--- src/rtl/instr_fetch_queue.sv ---
// Show-ahead instruction/PC+2 queue between fetch and decode.
// Head outputs and fetch_stall come straight from registered state.
module instr_fetch_queue #(
    parameter int          DEPTH    = 4,
    parameter logic [15:0] NOP_WORD = 16'h0000
) (
    input  logic                       clk,
    input  logic                       rst,
    input  logic [15:0]                instr_in,
    input  logic [15:0]                pc_plus2_in,
    input  logic                       hit_in,
    input  logic                       flush,
    input  logic                       dec_ready,
    output logic [15:0]                instr_out,
    output logic [15:0]                pc_plus2_out,
    output logic                       valid_out,
    output logic                       fetch_stall,
    output logic [$clog2(DEPTH):0]     count
);

    localparam int PW = $clog2(DEPTH);
    localparam int CW = PW + 1;
    localparam logic [PW-1:0] LAST_IDX = PW'(DEPTH - 1);
    localparam logic [CW-1:0] FULL_CNT = CW'(DEPTH);

    logic [31:0]   mem_q [DEPTH];
    logic [31:0]   mem_d [DEPTH];
    logic [PW-1:0] rd_ptr_q, rd_ptr_d;
    logic [PW-1:0] wr_ptr_q, wr_ptr_d;
    logic [CW-1:0] count_q, count_d;

    logic full;
    logic not_empty;
    logic push;
    logic pop;

    function automatic logic [PW-1:0] ptr_inc(input logic [PW-1:0] p);
        return (p == LAST_IDX) ? '0 : p + 1'b1;
    endfunction

    assign full      = (count_q == FULL_CNT);
    assign not_empty = (count_q != '0);

    // A full queue refuses the hit even when the head leaves this cycle.
    assign push = hit_in && !full && !flush;
    assign pop  = not_empty && dec_ready && !flush;

    always_comb begin
        mem_d    = mem_q;
        rd_ptr_d = rd_ptr_q;
        wr_ptr_d = wr_ptr_q;
        count_d  = count_q;

        if (push) begin
            mem_d[wr_ptr_q] = {instr_in, pc_plus2_in};
            wr_ptr_d        = ptr_inc(wr_ptr_q);
        end
        if (pop) begin
            rd_ptr_d = ptr_inc(rd_ptr_q);
        end

        case ({push, pop})
            2'b10:   count_d = count_q + 1'b1;
            2'b01:   count_d = count_q - 1'b1;
            default: count_d = count_q;
        endcase

        if (flush) begin
            rd_ptr_d = '0;
            wr_ptr_d = '0;
            count_d  = '0;
        end
    end

    always_ff @(posedge clk) begin
        if (rst) begin
            rd_ptr_q <= '0;
            wr_ptr_q <= '0;
            count_q  <= '0;
        end else begin
            rd_ptr_q <= rd_ptr_d;
            wr_ptr_q <= wr_ptr_d;
            count_q  <= count_d;
        end
    end

    // Storage is not reset; only the pointers decide what is visible.
    always_ff @(posedge clk) begin
        mem_q <= mem_d;
    end

    assign valid_out    = not_empty;
    assign instr_out    = not_empty ? mem_q[rd_ptr_q][31:16] : NOP_WORD;
    assign pc_plus2_out = not_empty ? mem_q[rd_ptr_q][15:0]  : 16'h0000;
    assign fetch_stall  = full;
    assign count        = count_q;

endmodule

--- config.mk ---
export PLATFORM = sky130hd
export DESIGN_NAME = instr_fetch_queue
export DESIGN_NICKNAME = d
export VERILOG_FILES = /design/src/rtl/instr_fetch_queue.sv
export SDC_FILE = /design/constraint.sdc
export NUM_CORES = 1
export LEC_CHECK = 0
export ABC_CLOCK_PERIOD_IN_PS = 3200
export CAP_MARGIN = 20
export CELL_PAD_IN_SITES_DETAIL_PLACEMENT = 1
export CELL_PAD_IN_SITES_GLOBAL_PLACEMENT = 1
export CORE_UTILIZATION = 45
export CTS_BUF_LIST = sky130_fd_sc_hd__clkbuf_8
export CTS_CLUSTER_DIAMETER = 150
export CTS_CLUSTER_SIZE = 16
export DETAILED_ROUTE_END_ITERATION = 8
export GPL_TIMING_DRIVEN = 1
export PLACE_DENSITY = 0.76
export SKIP_CTS_REPAIR_TIMING = 1
export SYNTH_ARGS = -nofsm -noshare
export SYNTH_HDL_FRONTEND = slang
export SYNTH_SLANG_ARGS = --single-unit
--- constraint.sdc ---
create_clock -name clk -period 3.2 [get_ports clk]
set_clock_uncertainty 0.15 [all_clocks]
set_input_delay 0.64 -clock clk [delete_from_list [all_inputs] [get_ports clk]]
set_output_delay 0.64 -clock clk [all_outputs]
set_load 0.02 [all_outputs]
==> results.py, run 1 <==
metrics = {
    "timing": {
        "tightest_slew_ns": 0.699,
        "slew_violations": 0,
        "fmax_mhz": 327,
        "min_period_over_period": 0.956,
        "hold_viol": 0,
        "setup_tns_ns": 0,
        "timing.hold.ws_ns": 0.424,
        "relSlewSlack": 0.530,
        "finalSetupViolCount": 0,
        "rsz0062_at_grt": "no",
        "min_period_ns": 3.06,
    },
    "worst_setup_path": {
        "crit_required_ns": 2.41,
        "crit_chain": "buf_4 -> mux4_2 -> nor2b_1 -> clkdlybuf4s50_1",
        "reg2reg_to": "count[2]$_SDFFE_PP0P_",
        "worstRegToRegCells": 9,
        "cpPeakStageDelay_ns": 0.54,
        "worst_ep_arrival_time_ns": 2.27,
        "reg2reg_from": "count[2]$_SDFFE_PP0P_",
        "reg2reg_slack_ns": 0.52,
        "crit_path_start_kind": "register",
        "worstSetupPathType": "register to output port",
        "cp_max_fo": 17,
        "cpMaxStageDelayCell": "clkdlybuf4s50_1",
        "worstSetupEndpointType": "output port",
    },
    "global_route": {
        "grt_use_total": 0.180,
        "overflow": 0,
        "grt_max_degree": 34,
        "grt_pass1_wl_mm": 16.0,
        "grt_pass1_vias": 2924,
        "antenna_found_initial": 0,
    },
    "yosys": {
        "ys_seq_area_frac": 0.749,
        "synth_top_family_by_area": "multiplexers",
        "synth_area_per_cell_um2": 20.5,
        "ys_warn_count": 0,
        "synthTopCellsByCount": "128 x edfxtp_1, 32 x mux4_2, 24 x nor2b_1",
        "synth-compound-area-share": 0.0108,
        "synth.mux.area_fraction": 0.135,
        "netlist_instances": 259,
        "synth_nets": 303,
        "synthXorXnorAreaFrac": 0.00329,
        "synth_fa_ha_area_frac": 0.0179,
        "ys_ff_latch": 135,
        "synth-main-ff-cell": "edfxtp_1",
        "ys_top_cells_by_area": "edfxtp_1 72%, mux4_2 14%, nor2b_1 2.8%, dfxtp_1 2.6%, ha_1 1.4%",
        "syn_area_um2": 5320,
        "yosys.area.top_type_share": 0.722,
        "async_reset_ff_frac": 0,
        "synth_cell_types": 26,
        "synth_simple_gate_area_frac": 0.0623,
        "yosysMostFrequentCell": "edfxtp_1",
        "synth_top_cell_by_area": "edfxtp_1",
        "synth_edf_count": 128,
    },
    "die": {
        "rows": 39,
        "start_util": 0.464,
        "die_w_um": 111,
        "ioPinCount": 74,
        "core_um2": 11500,
        "die_y_um": 111,
        "dieArea_um2": 12300,
    },
    "final_layout": {
        "drive_above_1_share": 0.236,
        "syn2layout_area_growth_pct": 26.3,
        "fin_nets": 395,
        "antenna_cells_inserted": 0,
        "stdcell_area_um2": 6720,
        "stdcell_count": 507,
    },
    "placement": {
        "placed_area_um2": 6300,
        "hpwl_mm": 6.45,
        "portBuffers": 73,
        "dp.cells": 472,
        "gp_congestion": 0.674,
    },
    "clocking": {
        "cts_buffer_depth": 2,
        "clkTransAtPathRegs_ns": 0.08,
        "h-tree-depth": 4,
        "cts_buffers": 17,
        "clockRootBuffer": "clkbuf_8",
        "cts_tree": "yes",
        "cts.sinks": 135,
        "insertion_delay_ns": 0.43,
    },
    "detailed_routing": {
        "antenna_left": 0,
        "avgRoutedWirePerCell_um": 20.3,
        "dr.pass1.iters": 4,
        "drt-total-wl_mm": 10.3,
        "num_vias": 2656,
        "drcViolationCount": 0,
        "drt_iter0_markers": 73,
        "viasPerCell": 5.24,
    },
    "power": {
        "p_per_area_nw_per_um2": 526,
        "irDropWorstVdd_v": 0.000208,
        "leakage_nw": 2.19,
        "report.power.total_mw": 3.53,
    },
    "run_status": {
        "outcome": "complete, no violations",
    },
    "min_path": {
        "hold_path.class": "register to register",
        "min_from": "count[2]$_SDFFE_PP0P_",
        "worstHoldPathCells": 2,
        "min_to": "count[2]$_SDFFE_PP0P_",
    },
    "flow_run": {
        "drv_cap": 0,
    },
}
## routing by layer
| metal | track usage | routed length, µm |
|---|---|---|
| met4 | 0.0720 | 104 |
| met5 | 0 | 0 |
| met3 | 0.0590 | 413 |
| met2 | 0.311 | 5520 |
| met1 | 0.207 | 4250 |
## worst max-delay path, delay by kind of cell, from the launching register on
kind          cells  cell delay [ns]
flops             1             0.51
simple gates      1             0.15
mux               1             0.35
buf+inv           2             0.82
## flip-flops by register name (all words and copies together), names as in the netlist
register,flops
count,3
mem_q,128
rd_ptr_q,2
wr_ptr_q,2
## area by class of cell
cell class | count | area, µm²
multi-input combinational | 103 | 1230
sequential | 135 | 3990
timing repair buffer | 86 | 891
tap | 143 | 179
clock buffer | 21 | 289
inverter | 8 | 30.0
fill | 1013 | 4750
clock inverter | 11 | 108
## per-stage QoR
stage | setup WS, ns | utilization
global route | 0.0221 | 0.586
finish | 0.139 | 0.586
detailed placement | 0.190 | 0.549
global placement | 0.244 | 0.549
floorplan | 0.668 | -
CTS | -0.235 | 0.584
## cell families (layout without fill, tap and decap cells)
kind of cell	count (synthesis)	in the layout
compound gates	8	8
buf+inv	21	126
simple gates	54	54
fa+ha+maj	7	7
flops	135	135
xor+xnor	2	2
mux	32	32
## worst max-delay path by stage
stage | from | to | slack [ns] | cells after the start
4_1_cts | rd_ptr_q[0]$_SDFFE_PP0P_ | instr_out[6] | -0.23 | 4
2_1_floorplan | count[2]$_SDFFE_PP0P_ | count[2]$_SDFFE_PP0P_ | 0.67 | 10
3_3_place_gp | rd_ptr_q[0]$_SDFFE_PP0P_ | instr_out[6] | 0.24 | 4
5_1_grt | rd_ptr_q[1]$_SDFFE_PP0P_ | instr_out[4] | 0.02 | 4
6_report | rd_ptr_q[1]$_SDFFE_PP0P_ | instr_out[4] | 0.14 | 4
3_5_place_dp | flush | count[2]$_SDFFE_PP0P_ | 0.19 | 10
## cells in the final DEF (no fill, tap or decap), types with 2 or more instances in the layout
cell and n:
or3_1 2, clkdlybuf4s50_1 73, nor2b_1 24, edfxtp_1 128
dfxtp_4 2, clkbuf_8 21, inv_1 10, clkinvlp_4 2
ha_1 6, and3_2 4, o31ai_2 2, dfxtp_1 5
nand2_1 2, a21oi_1 3, nor2_1 6, mux4_2 32
buf_4 8, xor2_1 2, nand4_1 2, bufinv_16 2
and2b_1 9, clkinv_2 5, buf_12 5, o21ai_0 2
## power breakdown
part | total, mW | internal [mW] | switching [mW]
sequential | 1.96 | 1.96 | 0.00778
combinational | 0.193 | 0.104 | 0.0889
clock | 1.38 | 0.762 | 0.614
Note: power is estimated with default switching activity, not from simulation.
==> inputs of run 2 (changes only) <==
MAX_ROUTING_LAYER = met4   (was default)
==> run 2 against run 1 <==
Power about the same. Combinational power about the same. Global-route usage increased by 0.57 points. Cell count unchanged. Utilization unchanged. Sequential share of layout area unchanged. Fmax about the same. Via count increased by 0.15%. Design area unchanged. Critical endpoint unchanged.
==> results.py, run 2 (synthesis results as in run 1) <==
metrics = {
    "global_route": {
        "grt_pass1_vias": 2927,
        "grt_use_total": 0.186,
        "overflow": 0,
        "antenna_found_initial": 0,
        "grt_max_degree": 34,
        "grt_pass1_wl_mm": 16.0,
    },
    "clocking": {
        "cts_buffers": 17,
        "cts_buffer_depth": 2,
        "h-tree-depth": 4,
        "clkTransAtPathRegs_ns": 0.08,
        "cts.sinks": 135,
        "insertion_delay_ns": 0.43,
        "clockRootBuffer": "clkbuf_8",
        "cts_tree": "yes",
    },
    "timing": {
        "min_period_ns": 3.06,
        "min_period_over_period": 0.956,
        "timing.hold.ws_ns": 0.424,
        "setup_tns_ns": 0,
        "relSlewSlack": 0.529,
        "finalSetupViolCount": 0,
        "rsz0062_at_grt": "no",
        "tightest_slew_ns": 0.701,
        "fmax_mhz": 327,
        "slew_violations": 0,
        "hold_viol": 0,
    },
    "flow_run": {
        "drv_cap": 0,
    },
    "die": {
        "die_y_um": 111,
        "core_um2": 11500,
        "start_util": 0.464,
        "die_w_um": 111,
        "rows": 39,
        "ioPinCount": 74,
        "dieArea_um2": 12300,
    },
    "detailed_routing": {
        "drcViolationCount": 0,
        "drt-total-wl_mm": 10.3,
        "dr.pass1.iters": 4,
        "drt_iter0_markers": 77,
        "num_vias": 2660,
        "viasPerCell": 5.25,
        "antenna_left": 0,
        "avgRoutedWirePerCell_um": 20.3,
    },
    "worst_setup_path": {
        "worst_ep_arrival_time_ns": 2.27,
        "worstSetupPathType": "register to output port",
        "crit_path_start_kind": "register",
        "worstSetupEndpointType": "output port",
        "cp_max_fo": 17,
        "crit_required_ns": 2.41,
    },
    "final_layout": {
        "final_common_cell": "edfxtp_1",
        "largest_reg_flops": 128,
        "drive_above_1_share": 0.236,
        "antenna_cells_inserted": 0,
        "stdcell_count": 507,
        "max_flop_register": "mem_q",
        "final_cell_mix": "128 x edfxtp_1, 73 x clkdlybuf4s50_1, 32 x mux4_2",
        "fin_nets": 395,
        "syn2layout_area_growth_pct": 26.3,
    },
    "placement": {
        "portBuffers": 73,
        "dp.cells": 472,
        "hpwl_mm": 6.45,
        "gp_congestion": 0.681,
    },
    "run_status": {
        "outcome": "complete, no violations",
    },
    "power": {
        "irDropWorstVdd_v": 0.000207,
        "leakage_nw": 2.19,
        "p_per_area_nw_per_um2": 526,
    },
    "min_path": {
        "hold_path.class": "register to register",
    },
}
[run 2: cell counts in the layout (fill, tap and decap cells not counted)]
No cell type changed its count.
[run 2: worst paths after layout]
path	cells past startpoint	to	slack, ns	start
setup / recovery	4	instr_out[4]	0.14	rd_ptr_q[1]$_SDFFE_PP0P_
hold / removal	2	count[2]$_SDFFE_PP0P_	0.42	count[2]$_SDFFE_PP0P_
setup reg to reg	9	count[2]$_SDFFE_PP0P_	0.52	count[2]$_SDFFE_PP0P_
hold reg to reg	2	count[2]$_SDFFE_PP0P_	0.42	count[2]$_SDFFE_PP0P_
[run 2: per-stage QoR]
step                worst slack (ns)   util  power [mW]  instance area, µm²
floorplan                      0.668      -        2.09                5320
global placement               0.244  0.549        2.19                6300
detailed placement             0.190  0.549        2.20                6300
CTS                           -0.235  0.584        3.57                6690
global route                  0.0204  0.586        3.64                6720
finish                         0.141  0.586        3.53                6720
[run 2: final cells by class]
type | instances | area, µm²
Tap cell | 143 | 179
Clock buffer | 21 | 289
Fill cell | 1013 | 4750
Sequential cell | 135 | 3990
Multi-Input combinational cell | 103 | 1230
Inverter | 8 | 30.0
Clock inverter | 11 | 108
Timing Repair Buffer | 86 | 891
[run 2: worst max-delay path: stages, from the launching register on]
cell,delay (ns)
dfxtp_4,0.51
buf_4,0.28
mux4_2,0.35
nor2b_1,0.15
clkdlybuf4s50_1,0.54
[run 2: power by group]
group	internal [mW]	switching (mW)
logic	0.104	0.0890
registers	1.96	0.00770
clock network	0.762	0.614
total	2.82	0.711
[run 2: routing by layer]
metal / vias to the layer above / global-route usage / routed length [µm]
met1: 1363 / 0.208 / 4300
met4: 0 / 0.0747 / 113
met5: - / - / 0
met2: 70 / 0.311 / 5480
li1: 1212 / - / -
met3: 15 / 0.0569 / 385
==> inputs of run 3 (changes only) <==
PLACE_DENSITY = 0.86   (was 0.76)
==> run 3 against run 2 <==
Global-route usage shrank 0.33 points. Register-to-register slack gained 0.07 ns. Utilization grew 0.087 points. Largest cell class unchanged.
==> results.py, run 3 (synthesis results as in run 1) <==
metrics = {
    "power": {
        "clock_power_share": 0.392,
        "leakage_nw": 2.22,
        "seqPwrFrac": 0.554,
        "p_sw_uw": 728,
        "p_per_area_nw_per_um2": 527,
        "power.internal_mw": 2.82,
        "switching_share": 0.205,
        "irDropWorstVdd_v": 0.000277,
        "pwr-share-comb": 0.054,
    },
    "final_layout": {
        "multi_input_area_um2": 1230,
        "max_flop_register": "mem_q",
        "final_common_cell": "edfxtp_1",
        "drive_above_1_share": 0.229,
        "fin_nets": 394,
        "final_cell_mix": "128 x edfxtp_1, 70 x clkdlybuf4s50_1, 32 x mux4_2",
        "syn2layout_area_growth_pct": 26.5,
        "seqCellArea_um2": 3990,
        "largest_reg_flops": 128,
        "stdcell_area_um2": 6730,
        "nFillCells": 1040,
    },
    "worst_setup_path": {
        "reg2reg_slack_ns": 0.59,
        "cp_max_fo": 16,
        "reg2reg_to": "count[2]$_SDFFE_PP0P_",
        "worst_ep_arrival_time_ns": 2.24,
        "worstSetupEndpointType": "output port",
        "worstRegToRegCells": 9,
        "reg2reg_from": "count[2]$_SDFFE_PP0P_",
        "crit_required_ns": 2.41,
        "worstSetupPathType": "register to output port",
        "crit_path_start_kind": "register",
    },
    "global_route": {
        "overflow": 0,
        "antenna_found_initial": 1,
        "grt_pass1_wl_mm": 15.7,
        "grt_use_total": 0.182,
        "grt_max_degree": 34,
        "grt_pass1_vias": 2956,
    },
    "timing": {
        "min_period_over_period": 0.948,
        "rsz0062_at_grt": "no",
        "min_period_ns": 3.03,
        "tightest_slew_ns": 0.671,
        "hold_viol": 0,
        "setup_tns_ns": 0,
        "slew_violations": 0,
        "fmax_mhz": 330,
        "finalSetupViolCount": 0,
        "relSlewSlack": 0.549,
    },
    "run_status": {
        "outcome": "complete, no violations",
    },
    "clocking": {
        "insertion_delay_ns": 0.42,
        "clockRootBuffer": "clkbuf_8",
        "cts_buffer_depth": 2,
        "cts_tree": "yes",
        "cts_buffers": 17,
        "clkTransAtPathRegs_ns": 0.07,
        "h-tree-depth": 4,
        "cts.sinks": 135,
    },
    "die": {
        "core_um2": 11500,
        "start_util": 0.464,
        "ioPinCount": 74,
        "die_w_um": 111,
        "die_y_um": 111,
        "rows": 39,
        "dieArea_um2": 12300,
    },
    "detailed_routing": {
        "drt-total-wl_mm": 10.1,
        "dr.pass1.iters": 4,
        "drt_iter0_markers": 129,
        "drcViolationCount": 0,
        "avgRoutedWirePerCell_um": 19.9,
        "num_vias": 2643,
        "antenna_left": 0,
        "viasPerCell": 5.21,
    },
    "min_path": {
        "min_from": "count[2]$_SDFFE_PP0P_",
        "worstHoldPathCells": 2,
        "min_to": "count[2]$_SDFFE_PP0P_",
        "hold_path.class": "register to register",
    },
    "placement": {
        "portBuffers": 73,
        "hpwl_mm": 6.45,
        "gp_congestion": 0.669,
        "placed_area_um2": 6300,
    },
    "flow_run": {
        "drv_cap": 0,
    },
}
## run 3: how the worst max path moves through the flow
stage,startpoint,end,slack (ns),cells after the start
2_1_floorplan,count[2]$_SDFFE_PP0P_,count[2]$_SDFFE_PP0P_,0.67,10
3_3_place_gp,flush,count[2]$_SDFFE_PP0P_,0.34,10
3_5_place_dp,flush,count[2]$_SDFFE_PP0P_,0.22,10
4_1_cts,rd_ptr_q[0]$_SDFFE_PP0P_,instr_out[6],-0.10,4
5_1_grt,rd_ptr_q[0]$_SDFFE_PP0P_,instr_out[9],0.06,4
6_report,rd_ptr_q[0]$_SDFFE_PP0P_,instr_out[10],0.17,4
## run 3: worst max-delay path, cell delays in order (launching register included)
cell and delay, ns:
dfxtp_4 0.40, buf_12 0.19, mux4_2 0.51, and2b_1 0.18
clkdlybuf4s50_1 0.54
## run 3: power groups by stage
| stage | Combinational (mW) | Sequential [mW] | Clock [mW] |
|---|---|---|---|
| 2_1_floorplan | 0.0821 | 2.00 | 0 |
| 3_3_place_gp | 0.187 | 2.00 | 0 |
| 3_5_place_dp | 0.194 | 2.01 | 0 |
| 4_1_cts | 0.195 | 1.97 | 1.43 |
| 5_1_grt | 0.206 | 1.97 | 1.50 |
| 6_report | 0.192 | 1.97 | 1.39 |
## run 3: final cells by class
type,count,area share
antenna,1,0.000372
clock buffer,17,0.0348
clock inverter,15,0.0238
inverter,8,0.00446
multi-input combinational,103,0.183
sequential,135,0.593
tap,143,0.0266
timing repair buffer,85,0.134
## run 3: stage by stage
step                std cells  hold slack, ns  utilization  power, mW  setup WS, ns
floorplan                 259           0.367            -       2.09         0.668
CTS                       503           0.421        0.584       3.59        -0.103
global placement          471           0.385        0.549       2.19         0.336
finish                    507           0.420        0.587       3.55         0.166
detailed placement        471           0.412        0.549       2.20         0.219
global route              507           0.466        0.587       3.67        0.0649
## run 3: routing by layer
layer,track usage,vias to the layer above,part of all wire
met5,-,-,0
met4,0.0613,0,0.0043
met3,0.0590,7,0.044
met2,0.301,63,0.53
met1,0.211,1363,0.43
li1,-,1210,-
